===== src/rtl/hba_gpio_in_cond_if.sv =====
// hba_gpio_in_cond_if: pad-side inputs, config and conditioned outputs of the GPIO input stage
interface hba_gpio_in_cond_if #(
    parameter int NUM_PINS     = 4,
    parameter int CNT_WIDTH    = 16,
    parameter int GLITCH_WIDTH = 8
);
    logic [NUM_PINS-1:0]     pin_raw;
    logic [CNT_WIDTH-1:0]    hold_cycles;
    logic                    glitch_clr;
    logic [NUM_PINS-1:0]     pin_clean;
    logic [NUM_PINS-1:0]     pin_rise;
    logic [NUM_PINS-1:0]     pin_fall;
    logic                    change_any;
    logic [GLITCH_WIDTH-1:0] glitch_count;

    modport master (
        output pin_raw, hold_cycles, glitch_clr,
        input  pin_clean, pin_rise, pin_fall, change_any, glitch_count
    );
    modport slave (
        input  pin_raw, hold_cycles, glitch_clr,
        output pin_clean, pin_rise, pin_fall, change_any, glitch_count
    );
endinterface


===== src/rtl/hba_gpio_in_cond.sv =====
// hba_gpio_in_cond: synchronise and debounce pad inputs, with edge strobes and a glitch counter
module hba_gpio_in_cond #(
    parameter int NUM_PINS     = 4,
    parameter int CNT_WIDTH    = 16,
    parameter int GLITCH_WIDTH = 8
) (
    input logic               hba_clk,
    input logic               hba_reset,
    hba_gpio_in_cond_if.slave bus
);
    logic [NUM_PINS-1:0]     s1, s2, clean, rise, fall, commit, glitch;
    logic [CNT_WIDTH-1:0]    h_m1;
    logic [GLITCH_WIDTH-1:0] gcnt;
    logic                    chg;

    // hold of 0 behaves as 1; >= compare lets a lowered hold commit a pending count
    assign h_m1 = (bus.hold_cycles == '0) ? '0 : bus.hold_cycles - CNT_WIDTH'(1);

    always_ff @(posedge hba_clk or negedge hba_reset)
        if (!hba_reset) begin
            s1 <= '0;
            s2 <= '0;
        end else begin
            s1 <= bus.pin_raw;
            s2 <= s1;
        end

    for (genvar i = 0; i < NUM_PINS; i++) begin : g_pin
        logic [CNT_WIDTH-1:0] cnt;
        logic                 mis;
        assign mis       = s2[i] ^ clean[i];
        assign commit[i] = mis && cnt >= h_m1;
        assign glitch[i] = !mis && cnt != '0;
        always_ff @(posedge hba_clk or negedge hba_reset)
            if (!hba_reset)
                cnt <= '0;
            else
                cnt <= (commit[i] || glitch[i]) ? '0 : mis ? cnt + CNT_WIDTH'(1) : cnt;
    end

    always_ff @(posedge hba_clk or negedge hba_reset)
        if (!hba_reset) begin
            clean <= '0;
            rise  <= '0;
            fall  <= '0;
            chg   <= 1'b0;
            gcnt  <= '0;
        end else begin
            clean <= clean ^ commit;
            rise  <= commit & ~clean;
            fall  <= commit & clean;
            chg   <= |commit;
            gcnt  <= bus.glitch_clr ? '0 : (|glitch && !(&gcnt)) ? gcnt + GLITCH_WIDTH'(1) : gcnt;
        end

    assign bus.pin_clean    = clean;
    assign bus.pin_rise     = rise;
    assign bus.pin_fall     = fall;
    assign bus.change_any   = chg;
    assign bus.glitch_count = gcnt;
endmodule


===== src/flat_wrapper.sv =====
// flat-port wrapper written by rule: the top's interface ports become plain ports
module hba_gpio_in_cond_flat 
#(
    parameter int NUM_PINS     = 4,
    parameter int CNT_WIDTH    = 16,
    parameter int GLITCH_WIDTH = 8
)
  (hba_clk, hba_reset, bus_pin_raw, bus_hold_cycles, bus_glitch_clr, bus_pin_clean, bus_pin_rise, bus_pin_fall, bus_change_any, bus_glitch_count);
  hba_gpio_in_cond_if #(.NUM_PINS(NUM_PINS), .CNT_WIDTH(CNT_WIDTH), .GLITCH_WIDTH(GLITCH_WIDTH)) bus_i ();
  input logic hba_clk;
  input logic hba_reset;
  input wire logic [$bits(bus_i.pin_raw)-1:0] bus_pin_raw;
  input wire logic [$bits(bus_i.hold_cycles)-1:0] bus_hold_cycles;
  input wire logic [$bits(bus_i.glitch_clr)-1:0] bus_glitch_clr;
  output wire logic [$bits(bus_i.pin_clean)-1:0] bus_pin_clean;
  output wire logic [$bits(bus_i.pin_rise)-1:0] bus_pin_rise;
  output wire logic [$bits(bus_i.pin_fall)-1:0] bus_pin_fall;
  output wire logic [$bits(bus_i.change_any)-1:0] bus_change_any;
  output wire logic [$bits(bus_i.glitch_count)-1:0] bus_glitch_count;
  assign bus_i.pin_raw = bus_pin_raw;
  assign bus_i.hold_cycles = bus_hold_cycles;
  assign bus_i.glitch_clr = bus_glitch_clr;
  assign bus_pin_clean = bus_i.pin_clean;
  assign bus_pin_rise = bus_i.pin_rise;
  assign bus_pin_fall = bus_i.pin_fall;
  assign bus_change_any = bus_i.change_any;
  assign bus_glitch_count = bus_i.glitch_count;
  hba_gpio_in_cond #(.NUM_PINS(NUM_PINS), .CNT_WIDTH(CNT_WIDTH), .GLITCH_WIDTH(GLITCH_WIDTH)) u_core (.hba_clk(hba_clk), .hba_reset(hba_reset), .bus(bus_i));
endmodule

===== config.mk =====
export PLATFORM = sky130hd
export DESIGN_NAME = hba_gpio_in_cond_flat
export DESIGN_NICKNAME = d
export VERILOG_FILES = /design/src/rtl/hba_gpio_in_cond_if.sv /design/src/rtl/hba_gpio_in_cond.sv /design/src/flat_wrapper.sv
export SDC_FILE = /design/constraint.sdc
export NUM_CORES = 1
export LEC_CHECK = 0
export CAP_MARGIN = 20
export CORE_ASPECT_RATIO = 0.7
export CORE_MARGIN = 2
export CORE_UTILIZATION = 40
export DETAILED_ROUTE_END_ITERATION = 7
export PLACE_DENSITY_LB_ADDON = 0.3
export SYNTH_ARGS = -nofsm -noshare
export SYNTH_HDL_FRONTEND = slang
export SYNTH_SLANG_ARGS = --single-unit

===== constraint.sdc =====
create_clock -name hba_clk -period 3.46 [get_ports hba_clk]
set_input_delay 0.692 -clock hba_clk [delete_from_list [all_inputs] [get_ports hba_clk]]
set_output_delay 0.692 -clock hba_clk [all_outputs]
set_load 0.01 [all_outputs]

# --- After elaboration in Yosys (flattened, before gate mapping) ---
# Index checks and enable logic that the tools add are counted.
# Widths: inputs -> output; s select.
classes:
  reduce_logical: 31
  n_mux: 11
  order_cmp: 4
  n_addsub: 6
  bitwise: 8
op_table:
  columns: ["operator", "count"]
  rows:
  - ["$mux 16", 9]
  - ["$add 16x1->16 const B", 4]
  - ["$ge 16x16->1", 4]
  - ["$reduce_bool 16->1", 4]
  - ["$logic_not 16->1", 1]
  - ["$mux 8", 2]
  - ["$sub 16x1->16 const B", 1]
  - ["$reduce_bool 2->1", 5]
  - ["$logic_and 1x1->1", 9]
  - ["$add 8x1->8 const B", 1]
  - ["$and 4x4->4", 2]
  - ["$reduce_and 8->1", 1]
  - ["$reduce_or 4->1", 2]
  - ["$logic_not 1->1", 5]
  - ["$logic_or 1x1->1", 4]
  - ["$not 4->4", 1]
  - ["$xor 1x1->1", 4]
  - ["$xor 4x4->4", 1]
word_totals:
  in_bits: 23
  out_inout_bits: 21
  ff_bits: 93
  word_cells: 71

# --- Logic depth before layout (Yosys ltp) ---
# Gate-level depths: netlist of the first run.
logic_depth:
  word_depth: 7
  depth_mapped: 13
  mapped_depth_nobuf: 12

# --- Worst setup path after synthesis of the first run ---
# Ideal clock, no wire load.
synth_path:
  kind: "input -> register"
  start: "input port bus_hold_cycles[7]"
  end: "register (tool-made name)"
  setup_ns: 0.125
  arrival_ns: 3.799
  setup_slack_ns: -0.464
  cell_stages: 11
  path_cell_list: "or4_4 nor4_4 nand2_1 o31a_1 a41oi_1 ha_1 nand4_1 or4_1 o32a_1 nand2_1 mux2_2"
synth_rtl:
  columns: ["element", "line", "source"]
  rows:
  - ["from (decl)", "flat_wrapper.sv:13", "input wire logic [$bits(bus_i.hold_cycles)-1:0] bus_hold_cycles;"]

==> out/results.tsv, run 1 <==
metric	value	unit
via density per instance	5.542	
Setup WS post-layout	-0.2466	ns
Die Span Y	107.9	µm
status	finished with violations	
unrepaired setup endpoints after global routing	true	
worst-path fanout max	4	
type of the worst min-delay path	input port to asynchronous set/reset pin	
fin area	8964	µm²
crit-path max cell delay	0.57	ns
synthesis-stage register bit count	93	
Residual DRC	0	
via count	5548	
CTS root buf	clkbuf_16	
antenna-violating nets left	0	
CTS Buffer Depth	2	
P&R area growth vs syn	45.37	%
placed cells	961	
Most common cell on crit path	buf_6	
sequential area share after synthesis	37.74	%
Syn Inst Count	644	
Slew headroom	46.44	%
WS Path Type	input port to register	
Post-DP Area	7505	µm²
Congestion Overflow GR	0	
Worst Clk Skew	0.006956	ns
setup violators final	77	
critical path required time	3.69	ns
failing checks	negative setup slack	
Final Max Slew Viols	0	
die width	152.4	µm
DR pass1 iterations	4	
fin nets	898	
htree depth	3	
layout cells sized above 1	33.91	%
Setup crit start kind	input port	
area of the core	14860	µm²
CTS tree	built	
CP delay by family, top	simple AND/OR/NAND/NOR gates	
Final min period	3.707	ns
worst skew pair latency	0.34	ns
global-route wire length before repair	28.66	mm
initial DRC count	290	
pin count of the biggest net entering global routing	33	
total clock buffers created by CTS	9	
Cell Rows	37	
Synth async-reset ratio	100.0	%
initial core utilization	41.49	%
fmax	269.8	MHz
ys flop type	dfrtp_1	
CTS Sinks	93	
Post-Route WL	18.36	mm
die area	16440	µm²
post-synth cell types	58	
Wirelength per Cell	18.35	µm
antenna violations before repair	1	
All-Layer GR Usage	21.86	%
worst slew pin tran	0.7961	ns
power per cell area	367.9	nW/µm²
syn avg cell area	9.574	µm²
post-detail-place hpwl	12.86	mm
Layout Utilization	60.32	%
Lkg Pwr	3.909	nW
Synth Cell Area	6166	µm²
final hold violations	0	
Yosys Warn Count	0	
Final Cycle Share	107.1	%
number of flops mapped to enable cells by yosys	0	
clock slew at reported path FFs	0.07	ns
CP endpoint kind	register	
Layout Cells excl Fill	1001	
CP arrival	3.93	ns
Cell Chain, Critical Path	buf_6 -> or4_4 -> nor4_4 -> buf_4 -> nor3b_4 -> xor2_1 -> nand2_1 -> buf_6 -> buf_6 -> ha_4 -> nand4_1 -> buf_6 -> buf_6 -> nor4_4 -> o31ai_4 -> and3_4 -> mux2_4	
Mapped Nets	742	
Slowest cell on crit path	or4_4	
Placer Congestion	0.9469	
IO Pins	44	
CTS Hold Bufs	0	
max_cap viols	0	
worst path buffer plus inverter count	6	
Port Buffers	43	
Worst IR Drop VDD	0.0002604	V
vias in the first global route	5615	
[cell usage after synthesis (8+ instances only)]
master     n  area share (%)
nand4_1   27             2.7
ha_1      75              15
nor2_1    76             4.6
nand2_1   54             3.3
nor4_1    14             1.4
xnor2_1   31             4.4
nand2b_1  10             1.0
nor3_1    16             1.3
dfrtp_1   93              38
xor2_1    39             5.5
a31oi_1    8            0.81
nand3_1   36             2.9
o21ai_0   15             1.2
inv_1     19             1.2
a21oi_1   23             1.9
and3_1    12             1.2
[metrics by stage]
| step | power [mW] | setup slack [ns] | hold slack (ns) | setup TNS [ns] |
|---|---|---|---|---|
| finish | 3.297 | -0.2466 | 0.2736 | -12.13 |
| global route | 3.446 | -0.4123 | 0.3010 | -23.06 |
| CTS | 3.266 | -0.2412 | 0.2830 | -12.94 |
| detailed placement | 2.004 | -1.001 | 0.3347 | -68.04 |
| global placement | 1.971 | -0.8762 | 0.3313 | -59.70 |
| floorplan | 1.699 | -0.4040 | 0.3312 | -7.100 |
[sequential cells by signal, summed over array words and instances (netlist names), named ones only]
register and cells:
u_core.bus.pin_rise 4, u_core.s2 4, u_core.s1 4, u_core.bus.glitch_count 8
u_core.bus.change_any 1, u_core.bus.pin_fall 4, u_core.g_pin.cnt 64
[cells in the final DEF, fill, tap and decap left out, types with 6 or more instances in the layout]
cell type and n:
dfrtp_1 93, buf_4 85, ha_1 61, nand2_1 42
xor2_1 39, nor2_2 37, clkdlybuf4s50_1 34, xnor2_1 29
nand3_1 29, buf_6 28, nand4_1 27, nor2_1 26
a21oi_1 22, inv_1 18, ha_4 14, nor2_4 13
nor3_1 12, and3_1 10, nor4_1 9, nand2_2 9
nand2b_1 9, clkbuf_16 9, o21ai_1 8, o21ai_0 7
nand3_4 6, nor3b_2 6
[path summary, 6_finish.rpt]
kind,from,to,slack (ns),depth (start not counted)
worst max-delay path,bus_hold_cycles[4],register,-0.25,17
worst min-delay path,hba_reset,u_core.g_pin[2].cnt[9],0.27,1
worst max register to register,u_core.g_pin[2].cnt[0],u_core.bus.glitch_count[0],0.79,7
worst min register to register,u_core.s1[2],u_core.s2[2],0.35,0
max in group asynchronous,hba_reset,u_core.g_pin[0].cnt[5],2.42,2
min in group hba_clk,u_core.s1[2],u_core.s2[2],0.35,0
[report_power, final]
group	internal, mW	total (mW)	switching [mW]
Combinational	0.401	0.874	0.473
Sequential	1.15	1.26	0.111
Clock	0.725	1.16	0.434
Total	2.28	3.30	1.02
[layout make-up]
| cell class | instances | area [µm²] |
|---|---|---|
| Inverter | 19 | 71.32 |
| Antenna cell | 1 | 2.502 |
| Clock buffer | 10 | 239.0 |
| Fill cell | 1174 | 5897 |
| Tap cell | 195 | 244.0 |
| Multi-Input combinational cell | 522 | 4587 |
| Timing Repair Buffer | 155 | 1383 |
| Clock inverter | 6 | 110.1 |
| Sequential cell | 93 | 2327 |
[layer usage]
layer | track usage (%) | part of all wire [%] | vias up
met5 | 0 | 0 | -
met4 | 5.340 | 1.8 | 0
met3 | 4.348 | 4.2 | 30
met2 | 35.65 | 47 | 120
met1 | 30.05 | 47 | 2749
li1 | - | - | 2649
[cell families (layout without fill, tap and decap cells)]
logic type,after synthesis,count (layout),share of synthesized area [%]
simple gates,287,287,24.27
flops,93,93,37.74
compound gates,83,83,9.436
fa+ha+maj,75,75,15.22
xor+xnor,70,70,9.943
buf+inv,29,190,2.090
mux,7,7,1.299
other cells,0,1,0
[worst register-to-register path, cell delays in order (launching register included)]
cell       delay [ns]
dfrtp_1          0.44
inv_1            0.11
ha_1             0.16
nor4b_1          0.33
a41oi_1          0.31
a2111oi_4        0.74
nor2b_2          0.14
mux2_4           0.32
[repair_timing]
item                                    CTS  global route
endpoints found under the setup margin   77            77
pin swaps                                57            42
setup buffers                            16             5
cloned                                    4             0
resized for setup                       141            87
Note: power is estimated with default switching activity, not from simulation.
==> inputs of run 2 (changes only) <==
--- a/config.mk
+++ b/config.mk
@@ -8,9 +8,10 @@
 export CAP_MARGIN = 20
 export CORE_ASPECT_RATIO = 0.7
 export CORE_MARGIN = 2
-export CORE_UTILIZATION = 40
+export CORE_UTILIZATION = 30
 export DETAILED_ROUTE_END_ITERATION = 7
 export PLACE_DENSITY_LB_ADDON = 0.3
+export SLEW_MARGIN = 25
 export SYNTH_ARGS = -nofsm -noshare
 export SYNTH_HDL_FRONTEND = slang
 export SYNTH_SLANG_ARGS = --single-unit
==> out/results.tsv, run 2 (synthesis gave the netlist of run 1 again) <==
metric	value	unit
status	finished with violations	
failing checks	negative setup slack	
worst slew pin tran	0.8321	ns
die area	21730	µm²
worst-path fanout max	6	
R2R depth	7	
Worst Clk Skew	0.01108	ns
Cell Rows	43	
post-detail-place hpwl	12.41	mm
DR pass1 iterations	4	
hold_ws	0.3130	ns
CTS Buffer Depth	2	
multi-input combinational cell area	4325	µm²
via count	5296	
Placer Congestion	0.8378	
via density per instance	5.006	
Lkg Pwr	3.769	nW
Worst IR Drop VDD	0.0002236	V
global-route wire length before repair	27.42	mm
clock slew at reported path FFs	0.07	ns
FF-to-FF End	u_core.bus.glitch_count[0]	
unrepaired setup endpoints after global routing	true	
Layout Cells excl Fill	1058	
Post-Route WL	17.09	mm
reg-to-reg startpoint	u_core.g_pin[1].cnt[0]	
Setup WS post-layout	-0.2119	ns
Slew headroom	44.52	%
Die Span Y	123.9	µm
most frequent cells in the layout	dfrtp_1 (93), buf_4 (69), ha_1 (64)	
P&R area growth vs syn	39.43	%
placed cells	1022	
initial DRC count	248	
critical path required time	3.68	ns
storage element area	2327	µm²
CP arrival	3.90	ns
All-Layer GR Usage	16.04	%
Port Buffers	43	
fmax	272.3	MHz
Congestion Overflow GR	0	
max_cap viols	0	
CTS Sinks	93	
htree depth	3	
max reg flops	64	
Residual DRC	0	
Pwr Total	3.016	mW
worst skew pair latency	0.35	ns
n_diodes	0	
CP startpoint	bus_hold_cycles[7]	
Top reg by flops	u_core.g_pin.cnt	
fin nets	881	
antenna violations before repair	0	
Final Cycle Share	106.1	%
CTS tree	built	
Final min period	3.672	ns
CP endpoint kind	register	
Setup crit start kind	input port	
area of the core	19960	µm²
Register-to-Register Setup Slack	0.60	ns
antenna-violating nets left	0	
vias in the first global route	5106	
setup_tns	-5.163	ns
Wirelength per Cell	16.15	µm
Final Max Slew Viols	0	
layout cells sized above 1	27.03	%
pin count of the biggest net entering global routing	55	
final hold violations	0	
total clock buffers created by CTS	9	
die width	175.4	µm
setup violators final	50	
type of the worst min-delay path	input port to asynchronous set/reset pin	
CTS root buf	clkbuf_16	
fill count	1899	
IO Pins	44	
power per cell area	350.9	nW/µm²
initial core utilization	30.89	%
most common cell after layout, fill and taps aside	dfrtp_1	
WS Path Type	input port to register	
CTS Hold Bufs	0	
## run 2: changes by cell type in the layout (fill, tap and decap cells not counted), sizes merged
cell / delta
buf: -17
bufinv: -3
clkbuf: +2
clkinv: +2
clkinvlp: -1
diode: -1
dlygate4sd2: +1
dlymetal6s2s: -1
## run 2: how the worst min path moves through the flow
| stage | depth (start not counted) | endpoint | from | slack [ns] |
|---|---|---|---|---|
| final | 1 | u_core.g_pin[3].cnt[5] | hba_reset | 0.31 |
| after global routing | 1 | u_core.g_pin[3].cnt[4] | hba_reset | 0.35 |
| after CTS | 1 | u_core.g_pin[3].cnt[5] | hba_reset | 0.34 |
| after detailed placement | 0 | u_core.s2[0] | u_core.s1[0] | 0.34 |
| after global placement | 0 | u_core.s2[3] | u_core.s1[3] | 0.33 |
| after floorplan | 0 | u_core.s2[0] | u_core.s1[0] | 0.33 |
## run 2: timing repair
action,in CTS,in global routing
gates resized for setup,101,58
buffers inserted,11,8
pin swaps,42,33
endpoints found under the setup margin,77,77
gates cloned,2,1
## run 2: worst max-delay path, stage by stage
cell and delay, ns:
buf_6 0.09, or4_4 0.55, nor4_4 0.16, buf_6 0.17
nand2_4 0.06, o31a_1 0.26, a41oi_2 0.22, buf_6 0.15
ha_4 0.19, nand4_1 0.18, buf_4 0.16, nor3_4 0.05
buf_6 0.13, a211oi_4 0.24, and3_4 0.28, mux2_4 0.30
## run 2: final cells by class
class	instances	share of cell area (%)
Sequential cell	93	27.07
Multi-Input combinational cell	522	50.31
Tap cell	270	3.930
Clock inverter	4	0.2620
Inverter	19	0.8296
Clock buffer	12	2.984
Timing Repair Buffer	138	14.61
## run 2: metrics by stage
step	cell area (µm²)	utilization, %	setup slack [ns]
4_1_cts	8288	41.52	-0.1828
5_1_grt	8597	43.07	-0.3746
3_3_place_gp	7518	37.67	-0.8790
3_5_place_dp	7518	37.67	-0.9071
2_1_floorplan	6215	-	-0.4040
6_report	8597	43.07	-0.2119
## run 2: per-layer routing
metal  up-vias  share of wire [%]  wire (µm)  track usage (%)
met1      2586                 51       8731            23.15
met2        79                 44       7550            24.98
met4         0                1.2        202            3.698
met3        20                3.5        600            2.900
met5         -                  0          0                0
li1       2611                  -          -                -
## run 2: report_power, final
part           internal, mW  leakage, nW  switching [mW]
sequential             1.15         1.27           0.108
combinational         0.374         2.36           0.436
clock                 0.524        0.138           0.421
total                  2.05         3.77           0.965
==> inputs of run 3 (changes only) <==
--- a/config.mk
+++ b/config.mk
@@ -5,7 +5,8 @@
 export SDC_FILE = /design/constraint.sdc
 export NUM_CORES = 1
 export LEC_CHECK = 0
-export CAP_MARGIN = 20
+export ABC_AREA = 1
+export CAP_MARGIN = 30
 export CORE_ASPECT_RATIO = 0.7
 export CORE_MARGIN = 2
 export CORE_UTILIZATION = 30
==> constraint.sdc (replaced) <==
create_clock -name hba_clk -period 3 [get_ports hba_clk]
set_input_delay 0.6 -clock hba_clk [delete_from_list [all_inputs] [get_ports hba_clk]]
set_output_delay 0.6 -clock hba_clk [all_outputs]
set_load 0.01 [all_outputs]
==> out/results.tsv, run 3 <==
metric	value	unit
Wirelength per Cell	13.79	µm
Slew headroom	64.58	%
total clock buffers created by CTS	9	
CTS Sinks	93	
Top reg by flops	u_core.g_pin.cnt	
Worst IR Drop VDD	0.0002535	V
antenna violations before repair	0	
layout cells sized above 1	21.78	%
placed cells	1277	
global-route wire length before repair	29.21	mm
sequential area share after synthesis	34.30	%
Synth async-reset ratio	100.0	%
ranking of synthesized cells by area	dfrtp_1 (34%), ha_1 (14%), nand2_1 (11%)	
htree depth	3	
CP startpoint	bus_hold_cycles[11]	
post-detail-place hpwl	13.89	mm
Post-synth top cells	nand2_1 (191), nor2_1 (138), inv_1 (97), dfrtp_1 (93), ha_1 (75)	
pre-CTS WS	-0.7513	ns
die width	183.8	µm
Cell Rows	45	
Lkg Pwr	4.417	nW
via count	6052	
CP arrival	3.17	ns
Worst Clk Skew	0.006744	ns
Mapped Nets	987	
reg-to-reg startpoint	u_core.g_pin[3].cnt[7]	
fill count	2230	
storage element area	2327	µm²
antenna-violating nets left	0	
Register-to-Register Setup Slack	1.14	ns
worst skew pair latency	0.36	ns
setup violators final	0	
Die Span Y	129.8	µm
Most common cell on crit path	nand2_1	
R2R depth	9	
die area	23860	µm²
fin nets	1117	
Final Max Slew Viols	0	
max reg flops	64	
Congestion Overflow GR	0	
most common cell after layout, fill and taps aside	nand2_1	
CTS Buffer Depth	2	
most frequent cells in the layout	nand2_1 (175), nor2_1 (126), dfrtp_1 (93)	
Post-Route WL	18.01	mm
initial DRC count	393	
multi-input combinational cell area	4315	µm²
area of the core	21960	µm²
final hold violations	0	
max_cap viols	0	
crit-path max cell delay	0.29	ns
pin count of the biggest net entering global routing	56	
vias in the first global route	5644	
worst slew pin tran	0.5313	ns
Syn Inst Count	889	
area leader, netlist	dfrtp_1	
Cell Chain, Critical Path	dlygate4sd2_1 -> inv_1 -> nand3_4 -> nor3_2 -> inv_1 -> nor2_4 -> inv_6 -> o21ai_0 -> buf_4 -> buf_4 -> ha_1 -> a21oi_1 -> nand2_1 -> nand2_1 -> nand2_1 -> nand2_1 -> nand3_4 -> buf_6 -> a21oi_2	
Final min period	2.880	ns
CTS root buf	clkbuf_16	
crit path to	u_core.g_pin[3].cnt[3]	
fmax	347.2	MHz
post-synth cell types	40	
P&R area growth vs syn	30.06	%
CP endpoint kind	register	
WS Path Type	input port to register	
type of the worst min-delay path	input port to asynchronous set/reset pin	
Synth top area share	34.30	%
ys flop type	dfrtp_1	
initial core utilization	30.90	%
worst-path fanout max	13	
IO Pins	44	
syn avg cell area	7.632	µm²
Placer Congestion	0.8396	
Port Buffers	43	
status	finished clean	
synthesis-stage register bit count	93	
most frequent cell after synthesis	nand2_1	
Synth Cell Area	6785	µm²
Setup crit start kind	input port	
FF-to-FF End	u_core.g_pin[3].cnt[3]	
number of flops mapped to enable cells by yosys	0	
Yosys Warn Count	0	
n_diodes	0	
Residual DRC	0	
critical path required time	3.29	ns
Layout Cells excl Fill	1306	
power per cell area	440.5	nW/µm²
DR pass1 iterations	4	
CTS tree	built	
Setup WS post-layout	0.1197	ns
Slowest cell on crit path	dlygate4sd2_1	
clock slew at reported path FFs	0.07	ns
Final Cycle Share	96.01	%
via density per instance	4.634	
All-Layer GR Usage	15.74	%
==> run 3: cell count changes in the layout (fill, tap and decap cells not counted), sizes merged, moves of 8 or more <==
cell,change
xnor2,-21
a31oi,-9
inv,+84
nor2,+78
clkdlybuf4s50,-8
buf,-14
and3,-12
nand2b,-10
nor4,-13
a21oi,+30
nand2,+148
nand3,+20
==> run 3: cells by family after synthesis <==
family	after synthesis	synth area share, %
and+or+nand+nor	473	31.51
AOI/OAI and AO/OA	85	7.155
adders and majority gates	75	13.83
buffers and inverters	112	6.601
xor gates and xnor gates	50	6.454
muxes	1	0.1475
DFF	93	34.30
==> run 3: how the worst min path moves through the flow <==
| stage | from | cells after the start | end |
|---|---|---|---|
| final | hba_reset | 1 | u_core.g_pin[1].cnt[2] |
| after global routing | hba_reset | 1 | u_core.bus.pin_fall[1] |
| after CTS | hba_reset | 1 | u_core.g_pin[1].cnt[2] |
| after detailed placement | u_core.s1[0] | 0 | u_core.s2[0] |
| after global placement | u_core.s1[0] | 0 | u_core.s2[0] |
| after floorplan | hba_reset | 0 | asynchronous set/reset pin |
==> run 3: timing repair <==
| action | in CTS | in global routing |
|---|---|---|
| resized for setup | 72 | 46 |
| pin swaps | 24 | 25 |
| hold buffers | 0 | 0 |
| setup endpoints to repair | 75 | 77 |
| cloned | 1 | 0 |
| setup buffers | 7 | 5 |
==> run 3: final cells by class <==
type	instances	area share, %
timing repair buffer	128	12.86
inverter	103	4.438
clock inverter	5	0.6806
multi-input combinational	684	48.90
tap	282	3.998
clock buffer	11	2.751
sequential	93	26.37
==> run 3: metrics by stage <==
step | TNS (ns) | area [µm²] | power [mW] | hold slack (ns) | utilization [%]
finish | 0 | 8825 | 3.887 | 0.2122 | 40.19
global route | -0.1599 | 8825 | 4.163 | 0.2432 | 40.19
CTS | 0 | 8663 | 3.901 | 0.2253 | 39.45
global placement | -39.46 | 8095 | 2.624 | 0.3341 | 36.87
floorplan | 0 | 6785 | 2.224 | 0.3044 | -
detailed placement | -43.64 | 8095 | 2.639 | 0.3347 | 36.87
==> run 3: worst max-delay path: cells and delay by family <==
family | cells | cell delay (ns)
buffers and inverters | 7 | 1.10
AO/OA/AOI/OAI | 3 | 0.34
adder cells (fa/ha/maj) | 1 | 0.24
AND/OR/NAND/NOR | 8 | 0.88
==> run 3: per-layer routing <==
layer,global-route usage (%),vias to the layer above,wire length (µm)
met5,0,-,0
met4,4.565,0,208
met3,2.931,15,632
met2,23.44,72,7786
met1,23.13,2813,9381
li1,-,3152,-
==> run 3: report_power, final <==
part | leakage (nW) | total, mW | internal, mW | switching, mW
clock network | 0.146 | 1.19 | 0.671 | 0.516
registers | 1.25 | 1.47 | 1.34 | 0.125
logic | 3.02 | 1.23 | 0.502 | 0.731
